### config.mk
export PLATFORM = sky130hd
export DESIGN_NAME = pipeline_ctrl_flat
export DESIGN_NICKNAME = d
export VERILOG_FILES = /design/src/rtl/cpu_pkg.sv /design/src/rtl/pipeline_ctrl_if.sv /design/src/rtl/sat_counter.sv /design/src/rtl/pipeline_ctrl.sv /design/src/flat_wrapper.sv
export SDC_FILE = /design/constraint.sdc
export NUM_CORES = 1
export LEC_CHECK = 0
export CAP_MARGIN = 5
export CORE_ASPECT_RATIO = 2
export CORE_UTILIZATION = 53
export CTS_CLUSTER_DIAMETER = 60
export DETAILED_ROUTE_END_ITERATION = 8
export PLACE_DENSITY = 0.95
export SETUP_SLACK_MARGIN = 0.02
export SKIP_CTS_REPAIR_TIMING = 1
export SYNTH_ARGS = -nofsm -noshare
export SYNTH_HDL_FRONTEND = slang
export SYNTH_SLANG_ARGS = --single-unit
### constraint.sdc
create_clock -name clk -period 4.27 [get_ports clk]
set_input_delay 0.6405 -clock clk [delete_from_list [all_inputs] [get_ports clk]]
set_output_delay 0.6405 -clock clk [all_outputs]
set_load 0.05 [all_outputs]
### src/rtl/cpu_pkg.sv
// rtl/cpu_pkg.sv - shared widths, FSM state and control-output bundle for the pipeline controller
package cpu_pkg;

    localparam int XLEN  = 32;
    localparam int CNT_W = 32;

    typedef enum logic {
        ST_RUN        = 1'b0,
        ST_REDIR_PEND = 1'b1
    } state_e;

    typedef struct packed {
        logic pc_en;
        logic pc_load;
        logic ifid_en;
        logic ifid_flush;
        logic idex_en;
        logic idex_flush;
        logic exmem_en;
        logic memwb_flush;
    } ctrl_t;

    localparam ctrl_t CTRL_DEFAULT = '{
        pc_en:       1'b1,
        pc_load:     1'b0,
        ifid_en:     1'b1,
        ifid_flush:  1'b0,
        idex_en:     1'b1,
        idex_flush:  1'b0,
        exmem_en:    1'b1,
        memwb_flush: 1'b0
    };

endpackage

### src/rtl/pipeline_ctrl_if.sv
// rtl/pipeline_ctrl_if.sv - hazard inputs, stage controls and counters between pipeline and controller
interface pipeline_ctrl_if import cpu_pkg::*; ();

    logic             load_use_stall;
    logic             redirect;
    logic [XLEN-1:0]  redirect_pc;
    logic             imem_ready;
    logic             dmem_busy;
    logic             cnt_clr;

    logic             pc_en;
    logic             pc_load;
    logic [XLEN-1:0]  pc_target;
    logic             ifid_en;
    logic             ifid_flush;
    logic             idex_en;
    logic             idex_flush;
    logic             exmem_en;
    logic             memwb_flush;
    logic [CNT_W-1:0] stall_cnt;
    logic [CNT_W-1:0] flush_cnt;

    modport master (
        output load_use_stall, redirect, redirect_pc, imem_ready, dmem_busy, cnt_clr,
        input  pc_en, pc_load, pc_target, ifid_en, ifid_flush, idex_en, idex_flush,
               exmem_en, memwb_flush, stall_cnt, flush_cnt
    );

    modport slave (
        input  load_use_stall, redirect, redirect_pc, imem_ready, dmem_busy, cnt_clr,
        output pc_en, pc_load, pc_target, ifid_en, ifid_flush, idex_en, idex_flush,
               exmem_en, memwb_flush, stall_cnt, flush_cnt
    );

endinterface

### src/rtl/sat_counter.sv
// rtl/sat_counter.sv - saturating up-counter with synchronous clear that wins over increment
module sat_counter #(
    parameter int CNT_W = 32
) (
    input  logic             clk,
    input  logic             rst_n,
    input  logic             i_inc,
    input  logic             i_clr,
    output logic [CNT_W-1:0] o_cnt
);

    logic [CNT_W-1:0] r_cnt;
    logic             w_at_max;

    assign w_at_max = &r_cnt;

    always_ff @(posedge clk or negedge rst_n) begin
        if (!rst_n) begin
            r_cnt <= '0;
        end else if (i_clr) begin
            r_cnt <= '0;
        end else if (i_inc && !w_at_max) begin
            r_cnt <= r_cnt + 1'b1;
        end
    end

    assign o_cnt = r_cnt;

endmodule

### src/rtl/pipeline_ctrl.sv
// rtl/pipeline_ctrl.sv - hazard/redirect controller: stage enables, bubbles, PC redirect and perf counters
module pipeline_ctrl import cpu_pkg::*; (
    input  logic          clk,
    input  logic          rst_n,
    pipeline_ctrl_if.slave bus
);

    state_e          r_state;
    state_e          w_state_nxt;
    logic [XLEN-1:0] r_pend_pc;
    logic [XLEN-1:0] w_pend_nxt;
    logic [XLEN-1:0] w_target;
    ctrl_t           w_ctrl;
    logic            w_stall_inc;
    logic            w_flush_inc;

    always_ff @(posedge clk or negedge rst_n) begin
        if (!rst_n) begin
            r_state   <= ST_RUN;
            r_pend_pc <= '0;
        end else begin
            r_state   <= w_state_nxt;
            r_pend_pc <= w_pend_nxt;
        end
    end

    always_comb begin
        w_ctrl      = CTRL_DEFAULT;
        w_target    = r_pend_pc;
        w_state_nxt = r_state;
        w_pend_nxt  = r_pend_pc;
        w_stall_inc = 1'b0;
        w_flush_inc = 1'b0;

        // A data-memory wait freezes everything, including any pending redirect.
        if (bus.dmem_busy) begin
            w_ctrl.pc_en       = 1'b0;
            w_ctrl.ifid_en     = 1'b0;
            w_ctrl.idex_en     = 1'b0;
            w_ctrl.exmem_en    = 1'b0;
            w_ctrl.memwb_flush = 1'b1;
            w_stall_inc        = (r_state == ST_RUN);
        end else begin
            unique case (r_state)
                ST_RUN: begin
                    if (bus.redirect) begin
                        w_ctrl.ifid_flush = 1'b1;
                        w_ctrl.idex_flush = 1'b1;
                        w_flush_inc       = 1'b1;
                        if (bus.imem_ready) begin
                            w_ctrl.pc_load = 1'b1;
                            w_target       = bus.redirect_pc;
                        end else begin
                            w_ctrl.pc_en = 1'b0;
                            w_pend_nxt   = bus.redirect_pc;
                            w_state_nxt  = ST_REDIR_PEND;
                        end
                    end else if (bus.load_use_stall) begin
                        w_ctrl.pc_en      = 1'b0;
                        w_ctrl.ifid_en    = 1'b0;
                        w_ctrl.idex_flush = 1'b1;
                        w_stall_inc       = 1'b1;
                    end else if (!bus.imem_ready) begin
                        w_ctrl.pc_en      = 1'b0;
                        w_ctrl.ifid_flush = 1'b1;
                    end
                end

                ST_REDIR_PEND: begin
                    w_ctrl.ifid_flush = 1'b1;
                    if (bus.redirect) begin
                        w_ctrl.idex_flush = 1'b1;
                        w_pend_nxt        = bus.redirect_pc;
                        w_flush_inc       = 1'b1;
                    end
                    if (!bus.imem_ready) begin
                        w_ctrl.pc_en = 1'b0;
                    end else begin
                        w_ctrl.pc_load = 1'b1;
                        w_target       = bus.redirect ? bus.redirect_pc : r_pend_pc;
                        w_state_nxt    = ST_RUN;
                    end
                end

                default: begin
                    w_state_nxt = ST_RUN;
                end
            endcase
        end
    end

    // Controls read as idle for the whole time reset is held.
    assign bus.pc_en       = rst_n & w_ctrl.pc_en;
    assign bus.pc_load     = rst_n & w_ctrl.pc_load;
    assign bus.ifid_en     = rst_n & w_ctrl.ifid_en;
    assign bus.ifid_flush  = rst_n & w_ctrl.ifid_flush;
    assign bus.idex_en     = rst_n & w_ctrl.idex_en;
    assign bus.idex_flush  = rst_n & w_ctrl.idex_flush;
    assign bus.exmem_en    = rst_n & w_ctrl.exmem_en;
    assign bus.memwb_flush = rst_n & w_ctrl.memwb_flush;
    assign bus.pc_target   = rst_n ? w_target : '0;

    sat_counter #(.CNT_W(CNT_W)) u_stall_cnt (
        .clk   (clk),
        .rst_n (rst_n),
        .i_inc (w_stall_inc),
        .i_clr (bus.cnt_clr),
        .o_cnt (bus.stall_cnt)
    );

    sat_counter #(.CNT_W(CNT_W)) u_flush_cnt (
        .clk   (clk),
        .rst_n (rst_n),
        .i_inc (w_flush_inc),
        .i_clr (bus.cnt_clr),
        .o_cnt (bus.flush_cnt)
    );

endmodule

### src/flat_wrapper.sv
// flat-port wrapper written by rule: the top's interface ports become plain ports
module pipeline_ctrl_flat import cpu_pkg::*;
  (clk, rst_n, bus_load_use_stall, bus_redirect, bus_redirect_pc, bus_imem_ready, bus_dmem_busy, bus_cnt_clr, bus_pc_en, bus_pc_load, bus_pc_target, bus_ifid_en, bus_ifid_flush, bus_idex_en, bus_idex_flush, bus_exmem_en, bus_memwb_flush, bus_stall_cnt, bus_flush_cnt);
  pipeline_ctrl_if bus_i ();
  input  logic clk;
  input  logic rst_n;
  input wire logic [$bits(bus_i.load_use_stall)-1:0] bus_load_use_stall;
  input wire logic [$bits(bus_i.redirect)-1:0] bus_redirect;
  input wire logic [$bits(bus_i.redirect_pc)-1:0] bus_redirect_pc;
  input wire logic [$bits(bus_i.imem_ready)-1:0] bus_imem_ready;
  input wire logic [$bits(bus_i.dmem_busy)-1:0] bus_dmem_busy;
  input wire logic [$bits(bus_i.cnt_clr)-1:0] bus_cnt_clr;
  output wire logic [$bits(bus_i.pc_en)-1:0] bus_pc_en;
  output wire logic [$bits(bus_i.pc_load)-1:0] bus_pc_load;
  output wire logic [$bits(bus_i.pc_target)-1:0] bus_pc_target;
  output wire logic [$bits(bus_i.ifid_en)-1:0] bus_ifid_en;
  output wire logic [$bits(bus_i.ifid_flush)-1:0] bus_ifid_flush;
  output wire logic [$bits(bus_i.idex_en)-1:0] bus_idex_en;
  output wire logic [$bits(bus_i.idex_flush)-1:0] bus_idex_flush;
  output wire logic [$bits(bus_i.exmem_en)-1:0] bus_exmem_en;
  output wire logic [$bits(bus_i.memwb_flush)-1:0] bus_memwb_flush;
  output wire logic [$bits(bus_i.stall_cnt)-1:0] bus_stall_cnt;
  output wire logic [$bits(bus_i.flush_cnt)-1:0] bus_flush_cnt;
  assign bus_i.load_use_stall = bus_load_use_stall;
  assign bus_i.redirect = bus_redirect;
  assign bus_i.redirect_pc = bus_redirect_pc;
  assign bus_i.imem_ready = bus_imem_ready;
  assign bus_i.dmem_busy = bus_dmem_busy;
  assign bus_i.cnt_clr = bus_cnt_clr;
  assign bus_pc_en = bus_i.pc_en;
  assign bus_pc_load = bus_i.pc_load;
  assign bus_pc_target = bus_i.pc_target;
  assign bus_ifid_en = bus_i.ifid_en;
  assign bus_ifid_flush = bus_i.ifid_flush;
  assign bus_idex_en = bus_i.idex_en;
  assign bus_idex_flush = bus_i.idex_flush;
  assign bus_exmem_en = bus_i.exmem_en;
  assign bus_memwb_flush = bus_i.memwb_flush;
  assign bus_stall_cnt = bus_i.stall_cnt;
  assign bus_flush_cnt = bus_i.flush_cnt;
  pipeline_ctrl u_core (.clk(clk), .rst_n(rst_n), .bus(bus_i));
endmodule
Yosys cells after proc, flatten, opt, wreduce, memory -nomap -nowiden. Cells that the tools add are included.

Register bits after elaboration: 97. Logic and storage cells: 70.

Add/subtract/negate cells: 2. Eq/ne operators: 2. Muxes and demuxes: 43. Bitwise operators: 10. Reductions and logical operators: 9.

Operators with widths (number): two-way mux 32 bit (12); one-hot mux 32 bit (2 select lines) (2); adder 32 x 1 -> 32 bit (second input constant) (2); AND reduction 32 bit (2); two-way mux 1 bit (24); bitwise AND 1 bit (8); one-hot mux 1 bit (2 select lines) (3); inequality test 2 bit (second input constant) (2); one-hot mux 2 bit (2 select lines) (1); nonzero test 2 bit (2); AND reduction 3 bit (1); logical AND 1 bit (2); logical NOT 1 bit (2); two-way mux 2 bit (1); NOT 1 bit (2).

Longest topological paths before layout.
Word-level depth: 7. Gate-level depth with buffers: 8. Mapped depth without buffers: 6.

Hierarchy. Synthesis repeated with hierarchy kept, for this count alone.

Cells, all modules: 581. Area total of the unflattened synthesis: 5587.9 um^2.

By module, submodules not included: sat_counter (times used 2, cells each 190, area each 1865.5 um^2, sequential area each 800.8 um^2); pipeline_ctrl (times used 1, cells each 201, area each 1856.8 um^2, sequential area each 825.8 um^2).

Least setup slack after synthesis. OpenSTA, ideal clock, no wires.

Kind: input port to output port. From: input bus_dmem_busy. To: output bus_ifid_flush. Arrival time: 2.855 ns. Required time: 3.629 ns. Slack: 0.775 ns. Cell stages on the path: 4. Buffers on the path: 0. Cells stage by stage: inv_1 nand2_1 a21oi_1 a21boi_0.

Word-level cells in the longest chain between the ends: 2.

RTL lines: start: declaration (RTL line flat_wrapper.sv:11) `input wire logic [$bits(bus_i.dmem_busy)-1:0] bus_dmem_busy;`; two-way mux 1 bit (RTL line pipeline_ctrl.sv:36) `if (bus.dmem_busy) begin`; bitwise AND 1 bit (RTL line pipeline_ctrl.sv:96) `assign bus.ifid_flush = rst_n & w_ctrl.ifid_flush;`; end: declaration (RTL line flat_wrapper.sv:17) `output wire logic [$bits(bus_i.ifid_flush)-1:0] bus_ifid_flush;`.

No other way between the ends.

Final worst setup path.
From: input bus_redirect. To: output bus_ifid_flush.

Word-level cells in the longest chain between the ends: 4.

RTL lines: start: declaration (RTL line flat_wrapper.sv:8) `input wire logic [$bits(bus_i.redirect)-1:0] bus_redirect;`; two-way mux 1 bit (RTL line pipeline_ctrl.sv:46) `if (bus.redirect) begin`; one-hot mux 1 bit (2 select lines) (RTL line pipeline_ctrl.sv:44) `unique case (r_state)`; two-way mux 1 bit (RTL line pipeline_ctrl.sv:36); bitwise AND 1 bit (RTL line pipeline_ctrl.sv:96).

No other way between the ends.

==> out/metrics.cfg <==
[timing]
setup_tns_ns=0
max_slew.worst_pin.slew_ns=1.15
fmax_mhz=290
finalHoldViolations=0
setup_violations=0
period_share_pct=80.7
rsz0062_at_grt=false
relSlewSlack_pct=23.4
finClkSkew_ns=0.0111
period_needed_ns=3.45
slew_violations=0

[final_layout]
regArea_sq_um=2430
n_antenna_cell=0
drive_above_1_share_pct=14.6
fin_util_pct=71.8
fin_nets=771
nFillCells=742
synthToLayoutAreaGrowth_pct=32.0
multi_input_area_sq_um=2930

[global_routing]
grt_usage_pct=30.9
grt_pass1_vias=5525
grt_start_max_net_pins=64
grt_pass1_wl_um=26100
grt_antenna_before_repair=0
grt-ovfl-total=0

[clock_network]
insertion_delay_ns=0.34
path_clk_slew_ns=0.07
root_buffer=clkbuf_16
htree_levels=3
cts_tree=yes
clockBufferDepth=2
cts_buffers=9
clock_sinks=97

[logic_synthesis]
syn-num-nets=639
synth_cell_types=50
synth_commonest_cells=dfrtp_1, nand2_1, a21oi_1, mux2_2, a21boi_0
synth_top_area_cell=dfrtp_1
synth_area_per_cell_sq_um=9.17
ys_ff_latch=97
syn_area_sq_um=5490
synth.most_common_cell=dfrtp_1
yosys.area.top_type_share_pct=44.2
synth_edf_count=0
seq_area_frac_synth_pct=44.2
synthTopCellsByArea=dfrtp_1, mux2_2, nand2_1
syn_inst=598
ys_warn_count=0
ys.flop_type=dfrtp_1
async_flop_share_pct=100

[routing]
post_drt_via_cell_ratio=6.26
routed_wl_um=15800
vias=5450
drt-pass1-iter-count=7
route.antenna.remaining_nets=0
wl_per_cell_um=18.1
drtIter0Drc=475
drc=0

[run]
cap_violations=0

[floorplan]
die_h_um=146
io_pins=143
die_area_sq_um=10800
initial_core_util_pct=54.4
die_w_um=73.9
core_area_sq_um=10100
num_rows=52

[power]
p_leak_nw=2.80
ir_drop_mv=0.303
power_density_nw_per_um2=314
p_total_mw=2.27

[place]
portBuffers=142
gp_congestion=0.927
dp_hpwl_um=11100

[worst_setup_path]
critPathCaptureType=output port
crit_arrival_ns=2.80
setup.worst_path.start_class=primary input
criticalPathCategory=primary input to output port
cp_max_fo=9
critPathRequiredTime_ns=3.63

[min_path]
hp-class=primary input to async pin

[run_status]
status=finished, final reports clean

## critical path, cell delays in order
cell	delay, ns
clkdlybuf4s50_1	0.67
nor2_1	0.14
a21oi_1	0.23
a21boi_0	0.27
clkdlybuf4s50_1	0.85
## flip-flops by register name, indices dropped and copies added, names as in the netlist
signal	count
u_core.u_stall_cnt.o_cnt	32
u_core.r_state	1
u_core.u_flush_cnt.o_cnt	32
u_core.r_pend_pc	32
## kinds of logic (layout without fill, tap and decap cells)
kind of cell,Yosys count,after routing,share of synthesized area (%)
flops,97,97,44.2
buf+inv,38,175,2.71
fa+ha+maj,2,2,0.456
compound gates,134,134,15.6
simple gates,272,272,26.5
xor+xnor,16,16,2.55
mux,39,39,7.98
## power breakdown
| group | switching [mW] | internal [mW] |
|---|---|---|
| sequential | 0.0392 | 0.982 |
| clock | 0.369 | 0.418 |
| combinational | 0.293 | 0.171 |
| total | 0.701 | 1.57 |
## per-layer routing
metal / GRT usage [%] / vias to the layer above / wire length (um)
met3: 6.02 / 75 / 1010
li1: - / 2461 / -
met4: 16.0 / 0 / 655
met1: 33.7 / 2635 / 5520
met2: 54.2 / 279 / 8600
met5: 0 / - / 0
## cell type report
class	instances	area share (%)
well taps	135	2.33
flip-flops and latches	97	33.5
clock buffers	10	3.30
inverters	10	0.518
repair buffers	149	19.1
multi-input cells	463	40.5
clock inverters	6	0.726
## final timing paths
path                                                  start                      endpoint  slack [ns]  cells after the start
max in group asynchronous                             rst_n   u_core.u_flush_cnt.o_cnt[2]        3.01                      2
worst min register to register         u_core.r_pend_pc[15]          u_core.r_pend_pc[15]        0.51                      1
worst max register to register  u_core.u_stall_cnt.o_cnt[0]  u_core.u_stall_cnt.o_cnt[30]        1.40                      6
min in group clk                       u_core.r_pend_pc[15]          u_core.r_pend_pc[15]        0.51                      1
worst min-delay path                                  rst_n          u_core.r_pend_pc[11]        0.16                      1
worst max-delay path                           bus_redirect                bus_ifid_flush        0.82                      5
## cell usage in the layout (no fill, tap or decap), types with 10 or more instances in the layout
cell type	instances
a21boi_0	33
a21oi_1	42
buf_4	40
clkdlybuf4s50_1	108
dfrtp_1	97
inv_1	10
mux2_2	38
nand2_1	93
nand3_1	20
nand4_1	24
nor2_1	31
nor2b_1	10
o21ai_0	24
o31ai_1	19
or3_1	23
or4_1	20
xnor2_1	10
## metrics by stage
stage	hold WS, ns	instances	area, sq um	setup WS, ns
after floorplan	0.345	598	5490	0.775
after global placement	0.489	854	6950	1.08
after detailed placement	0.495	854	6950	0.874
after CTS	0.149	870	7240	0.863
after global routing	0.157	870	7240	0.692
final	0.164	870	7240	0.825
Note: power is estimated with default switching activity, not from simulation.
